--- src/rtl/rll_key_loader.sv ---
// rll_key_loader: fetches the unlock key for an RLL-locked core from a
// request/acknowledge key store, verifies it against the stored XOR
// checksum and only then presents it to the core. The key outputs stay
// zero unless a verified key is being applied.
module rll_key_loader #(
  parameter int KEY_W   = 32,
  parameter int WORD_W  = 8,
  parameter int TIMEOUT = 15,
  localparam int NWORDS = KEY_W / WORD_W,
  localparam int AW     = $clog2(NWORDS + 1)
) (
  input  logic              clk,
  input  logic              rst_n,
  input  logic              start,
  input  logic              clear,
  output logic              rd_req,
  output logic [AW-1:0]     rd_addr,
  input  logic              rd_ack,
  input  logic [WORD_W-1:0] rd_data,
  output logic [KEY_W-1:0]  key,
  output logic              key_valid,
  output logic              busy,
  output logic              err
);

  localparam logic [2:0] S_IDLE  = 3'd0;
  localparam logic [2:0] S_REQ   = 3'd1;
  localparam logic [2:0] S_GAP   = 3'd2;
  localparam logic [2:0] S_CHECK = 3'd3;
  localparam logic [2:0] S_READY = 3'd4;
  localparam logic [2:0] S_ERROR = 3'd5;

  logic [2:0]        state;
  logic [2:0]        nxt;
  logic              start_q;
  logic              in_load;
  logic [AW-1:0]     addr;
  logic [KEY_W-1:0]  shadow;
  logic [WORD_W-1:0] acc;
  logic [WORD_W-1:0] csum;
  logic [7:0]        tcnt;

  assign in_load = (state == S_REQ) || (state == S_GAP) || (state == S_CHECK);
  assign rd_addr = addr;

  // Next-state decision; clear overrides everything, ack beats timeout.
  always_comb begin
    nxt = state;
    if (clear) begin
      nxt = S_IDLE;
    end else begin
      case (state)
        S_IDLE, S_READY, S_ERROR: begin
          if (start_q) nxt = S_REQ;
        end
        S_REQ: begin
          if (rd_ack) nxt = S_GAP;
          else if (tcnt == 8'(TIMEOUT - 1)) nxt = S_ERROR;
        end
        S_GAP: begin
          nxt = (addr < AW'(NWORDS)) ? S_REQ : S_CHECK;
        end
        S_CHECK: begin
          nxt = (acc == csum) ? S_READY : S_ERROR;
        end
        default: nxt = S_IDLE;
      endcase
    end
  end

  // State register plus a registered start; starts seen mid-load are dropped.
  always_ff @(posedge clk or negedge rst_n) begin
    if (!rst_n) begin
      state   <= S_IDLE;
      start_q <= 1'b0;
    end else begin
      state   <= nxt;
      start_q <= start && !clear && !in_load;
    end
  end

  // Shadow key, checksum accumulator, address and per-word timeout counter.
  always_ff @(posedge clk or negedge rst_n) begin
    if (!rst_n) begin
      addr   <= '0;
      shadow <= '0;
      acc    <= '0;
      csum   <= '0;
      tcnt   <= '0;
    end else if (clear) begin
      shadow <= '0;
      acc    <= '0;
      csum   <= '0;
      tcnt   <= '0;
    end else begin
      case (state)
        S_IDLE, S_READY, S_ERROR: begin
          if (start_q) begin
            addr   <= '0;
            shadow <= '0;
            acc    <= '0;
            csum   <= '0;
            tcnt   <= '0;
          end
        end
        S_REQ: begin
          if (rd_ack) begin
            tcnt <= '0;
            if (addr < AW'(NWORDS)) begin
              for (int k = 0; k < NWORDS; k++) begin
                if (addr == AW'(k)) shadow[k*WORD_W +: WORD_W] <= rd_data;
              end
              acc <= acc ^ rd_data;
            end else begin
              csum <= rd_data;
            end
          end else begin
            tcnt <= tcnt + 8'd1;
          end
        end
        S_GAP: begin
          if (addr < AW'(NWORDS)) addr <= addr + AW'(1);
        end
        S_CHECK: begin
          if (acc != csum) shadow <= '0;
        end
        default: ;
      endcase
    end
  end

  // Registered outputs derived from the state being entered.
  always_ff @(posedge clk or negedge rst_n) begin
    if (!rst_n) begin
      rd_req    <= 1'b0;
      busy      <= 1'b0;
      key_valid <= 1'b0;
      err       <= 1'b0;
      key       <= '0;
    end else begin
      rd_req    <= (nxt == S_REQ);
      busy      <= (nxt == S_REQ) || (nxt == S_GAP) || (nxt == S_CHECK);
      key_valid <= (nxt == S_READY);
      err       <= (nxt == S_ERROR);
      if (nxt == S_READY) begin
        if (state != S_READY) key <= shadow;
      end else begin
        key <= '0;
      end
    end
  end

endmodule

--- config.mk ---
export PLATFORM = sky130hd
export DESIGN_NAME = rll_key_loader
export DESIGN_NICKNAME = d
export VERILOG_FILES = /design/src/rtl/rll_key_loader.sv
export SDC_FILE = /design/constraint.sdc
export NUM_CORES = 1
export LEC_CHECK = 0
export CORE_MARGIN = 2
export CORE_UTILIZATION = 30
export DETAILED_ROUTE_END_ITERATION = 8
export HOLD_SLACK_MARGIN = 0.02
export MAX_ROUTING_LAYER = met4
export PLACE_DENSITY = 0.52
export SYNTH_ARGS = -nofsm -noshare
export SYNTH_HDL_FRONTEND = slang
export SYNTH_SLANG_ARGS = --single-unit
--- constraint.sdc ---
create_clock -name clk -period 2.4 [get_ports clk]
set_input_delay 0.48 -clock clk [delete_from_list [all_inputs] [get_ports clk]]
set_output_delay 0.48 -clock clk [all_outputs]
set_load 0.02 [all_outputs]
; ---- Word-level counts from Yosys, hierarchy flattened
; Cells that the tools add are included.
[totals]
regBits = 99
inputBits = 13
out_inout_bits = 39
word_cells = 105
[op_classes]
add_sub_neg = 2
n_lt_le_gt_ge = 1
n_eq_ne = 29
muxes = 34
bitwise = 2
reduce_logical = 22
[ops]
columns = op, n
row1 = $mux 32, 7
row2 = $mux 8, 13
row3 = $pmux 32 s3, 1
row4 = $pmux 8 s2, 3
row5 = $reduce_and 6->1, 4
row6 = $eq 3x2->1 const B, 6
row7 = $mux 3, 6
row8 = $ne 3x2->1 const B, 6
row9 = $eq 3x3->1 const B, 4
row10 = $ne 3x3->1 const B, 4
row11 = $pmux 3 s4, 1
row12 = $reduce_and 4->1, 3
row13 = $eq 3x1->1 const B, 3
row14 = $add 8x1->8 const B, 1
row15 = $eq 8x4->1 const B, 1
row16 = $eq 8x8->1, 1
row17 = $ne 8x8->1, 1
row18 = $xor 8x8->8, 1
row19 = $logic_not 3->1, 2
row20 = $pmux 3 s2, 1
row21 = $logic_or 1x1->1, 4
row22 = $ne 2x1->1 const B, 2
row23 = $reduce_bool 4->1, 1
row24 = $add 3x1->3 const B, 1
row25 = other kinds (11), 13

; ---- Longest topological paths before layout
[depth]
depth_word = 8
mapped_depth = 8

; ---- Least setup slack after synthesis
; No wires, ideal clock.
[synth_path]
kind = input to register
startpoint = input port clear
endpoint = register shadow[16]
setup_time_ns = 0.125
arrival_ns = 1.811
required_ns = 2.275
path_slack_ns = 0.464
path_stages = 5
path_buffers = 1
cell_sequence = a21o_1 -> or4_4 -> buf_6 -> nand3_4 -> mux2_4
[synth_between]
elab_chain_len = 2
[synth_lines]
columns = item, line_no
row1 = start: declaration, 15  ; input logic clear,
row2 = $ne 3x2->1 (no source line) (tied with other cells), n/a
row3 = $reduce_and 6->1 (no source line), n/a
row4 = end signal: indexed assignment, 111  ; if (addr == AW'(k)) shadow[k*WORD_W +: WORD_W] <= rd_data;
row5 = end: declaration, 38  ; logic [KEY_W-1:0] shadow;
; Several ways; a longest one is shown, not always the timed one.
; A chain may end at the register's enable or synchronous reset.

; ---- Worst setup path after layout
[layout_path]
startpoint = register state[2]
endpoint = register shadow[28]
[layout_between]
elab_chain_len = 4
[layout_lines]
columns = item, line_no
row1 = start: declaration, 33  ; logic [2:0] state;
row2 = start signal: assignment, 77  ; state <= nxt;
row3 = $eq 3x3->1 or $logic_not 3->1 (tied branches), 96  ; case (state)
row4 = $reduce_or 3->1, 96
row5 = $ne 3x3->1 (no source line) (tied with other cells), n/a
row6 = $reduce_and 6->1 (no source line) or $mux 32 (tied branches), n/a
; Several ways; a longest one is shown, not always the timed one.

==> results_dict.tcl <==
set metrics [dict create \
    status "finished, final reports clean" \
    async_flop_share_pct 100 \
    syn_avg_cell_area_um2 12.0 \
    synth_top_family_by_area "multiplexers" \
    tns_ns 0 \
    cap_violations 0 \
    antenna_found_initial 0 \
    synth-simple-area-share_pct 12.3 \
    period_needed_ns 2.12 \
    clockBufferDepth 2 \
    cts_root_buf "clkbuf_16" \
    setup_viol 0 \
    netlist_area_um2 4670 \
    vdd_drop_max_v 0.000419 \
    ios 52 \
    initial_core_util_pct 30.7 \
    core_um2 15200 \
    dieArea_um2 16600 \
    grt_overflow 0 \
    layout-drive-gt1-share_pct 16.6 \
    ys_seq_area_share_pct 53.0 \
    min_period_over_period_pct 88.3 \
    synth_compound_area_share_pct 9.82 \
    grt_max_degree 56 \
    rsz0062_at_grt "false" \
    worst-path-buf-inv 1 \
    powerDensity_nw_per_um2 643 \
    worstSetupPathType "reg -> reg" \
    cts_tree "built" \
    grt_first_pass_wirelength_um 17500 \
    ys.flop_type "dfrtp_1" \
    startpoint_type "flip-flop" \
    synth.distinct_cells 49 \
    wire_per_inst_um 16.5 \
    drt-initial-drc-count 153 \
    grt_usage_pct 14.3 \
    port_buffers 51 \
    synthToLayoutAreaGrowth_pct 24.1 \
    end_kind "flip-flop" \
    vias_per_cell 4.90 \
    grt_pass1_vias 3171 \
    p_leak_nw 2.50 \
    cts_setup_buffers 0 \
    synth_edf_count 0 \
    clock_skew_ns 0.00816 \
    synth_cells 389 \
    hold_buffers 1 \
    die_w_um 129 \
    num_rows 45 \
    cp_slowest_cell "or4_4" \
    ctsHtreeMaxLevel 3 \
    synth_fp_nets 409 \
    yosys_register_bits 99 \
    crit_required_ns 2.67 \
    cp_top_family "simple AND/OR/NAND/NOR gates" \
    synth_xor_area_share_pct 3.93 \
    fmax_mhz 472 \
    arrival_ns 2.39 \
    cts_buffers 9 \
    drc 0 \
    final_nets 473 \
    dieHeight_um 129 \
    postRouteAntennaNets 0 \
    diodes 0 \
    drt-total-wl_um 10700 \
    dr.pass1.iters 4 \
    path_max_fanout 7 \
    synthAdderAreaFrac_pct 1.87 \
    via_count 3164 \
    yosysWarnings 0 \
    ff2ff_setup_slack_ns 0.28 \
    cts.clk_slew.worst_paths_ns 0.07 \
    total_power_mw 3.73 \
    insertion_delay_ns 0.35 \
    hpwlAfterDp_um 7630 \
    worst_pin_slew_ns 0.617 \
    slew_headroom_pct 58.9 \
    max_stage_delay_ns 0.59 \
    hold_violations 0 \
    cts.sink_count 99 \
    hp-class "reg -> reg" \
    place_congestion 0.825 \
    cts_resized 0 \
    synth_mux_area_share_pct 16.0 \
    path_cells "and2b_4 -> nand2_2 -> or4_4 -> buf_4 -> nand2_1 -> o2bb2ai_1" \
    drv_slew 0 \
]
==> power breakdown <==
group          switching, mW  leakage (nW)  internal [mW]
logic                  0.283         0.993          0.231
registers             0.0707          1.37           1.73
clock network          0.647         0.135          0.766
total                   1.00          2.50           2.73
==> layer usage <==
layer  vias up  global-route usage [%]  part of all wire (%)
met5         -                       -                     0
met3        13                    2.20                   3.0
met1      1584                    18.7                    48
met2        63                    22.0                    46
li1       1504                       -                     -
met4         0                    6.71                   2.4
==> registers in the layout, indices dropped and copies added (netlist names), 3 cells and up <==
name,flops
tcnt,8
acc,8
key,32
rd_addr,3
state,3
shadow,32
csum,8
==> synth_stat cells (2+ instances only) <==
library cell | count | area share [%]
a21o_1 | 6 | 0.96
a21oi_1 | 4 | 0.43
a22o_1 | 5 | 0.94
a31oi_1 | 9 | 1.2
and2_1 | 10 | 1.3
buf_2 | 10 | 1.1
buf_6 | 2 | 0.48
clkbuf_1 | 5 | 0.40
dfrtp_1 | 99 | 53
ha_1 | 7 | 1.9
inv_1 | 11 | 0.88
mux2_2 | 9 | 2.2
mux2_4 | 21 | 6.7
mux2i_1 | 33 | 7.1
nand2_1 | 6 | 0.48
nand3_1 | 4 | 0.43
nand3_4 | 3 | 1.1
nand4_1 | 2 | 0.27
nor2_1 | 57 | 4.6
nor2b_1 | 8 | 1.1
nor3_1 | 3 | 0.32
nor4b_1 | 2 | 0.37
o2111ai_1 | 4 | 0.75
o211ai_1 | 9 | 1.4
o21ai_0 | 7 | 0.75
o21bai_1 | 2 | 0.32
o2bb2ai_1 | 8 | 1.5
or2b_1 | 2 | 0.32
or3_1 | 2 | 0.27
xnor2_1 | 8 | 1.5
xor2_1 | 13 | 2.4
==> cells in the final DEF, fill, tap and decap left out, types with 3 or more instances in the layout <==
cell type	count
dfrtp_1	99
o211ai_1	9
a22o_1	5
clkbuf_16	9
xnor2_1	8
xor2_1	13
buf_12	3
a21oi_1	4
nor2b_1	8
nand2_1	6
o2111ai_1	4
inv_1	11
mux2_4	21
a31oi_1	9
a21o_1	6
ha_1	7
o21ai_0	7
nor2_1	57
mux2i_1	33
nand3_1	4
o2bb2ai_1	8
and2_1	9
nand3_4	3
buf_4	18
nor3_1	3
clkdlybuf4s50_1	50
mux2_2	9
==> final timing paths <==
| kind | start | to | cells past startpoint |
|---|---|---|---|
| hold reg to reg | shadow[29]$_DFFE_PN0P_ | shadow[29]$_DFFE_PN0P_ | 1 |
| hold / removal | shadow[29]$_DFFE_PN0P_ | shadow[29]$_DFFE_PN0P_ | 1 |
| setup reg to reg | state[2]$_DFF_PN0_ | shadow[28]$_DFFE_PN0P_ | 6 |
| min in group asynchronous | rst_n | key[10]$_DFFE_PN0P_ | 2 |
| setup / recovery | state[2]$_DFF_PN0_ | shadow[28]$_DFFE_PN0P_ | 6 |
| max in group asynchronous | rst_n | tcnt[6]$_DFFE_PN0P_ | 3 |
==> layout make-up <==
cell class	count	area (um2)
inverter	11	41.3
fill	1472	9400
clock inverter	4	32.5
sequential	99	2480
multi-input combinational	260	2050
tap	188	235
clock buffer	12	256
timing repair buffer	72	706
==> through the flow <==
stage | cells | setup WS, ns | area [um2] | utilization, % | hold WS [ns]
floorplan | 389 | 0.464 | 4670 | - | 0.184
global placement | 629 | 0.0205 | 5500 | 36.2 | 0.392
detailed placement | 629 | -0.0208 | 5500 | 36.2 | 0.394
CTS | 646 | 0.283 | 5800 | 38.2 | 0.518
global route | 646 | 0.206 | 5800 | 38.2 | 0.534
finish | 646 | 0.281 | 5800 | 38.2 | 0.510
==> cell families (layout without fill, tap and decap cells) <==
logic type	after synthesis	after routing
AND/OR/NAND/NOR	107	107
flip-flops	99	99
multiplexers	63	63
AO/OA/AOI/OAI	62	62
buffers and inverters	30	99
XOR/XNOR	21	21
adder cells (fa/ha/maj)	7	7
Power figures use the tool's default switching activity.
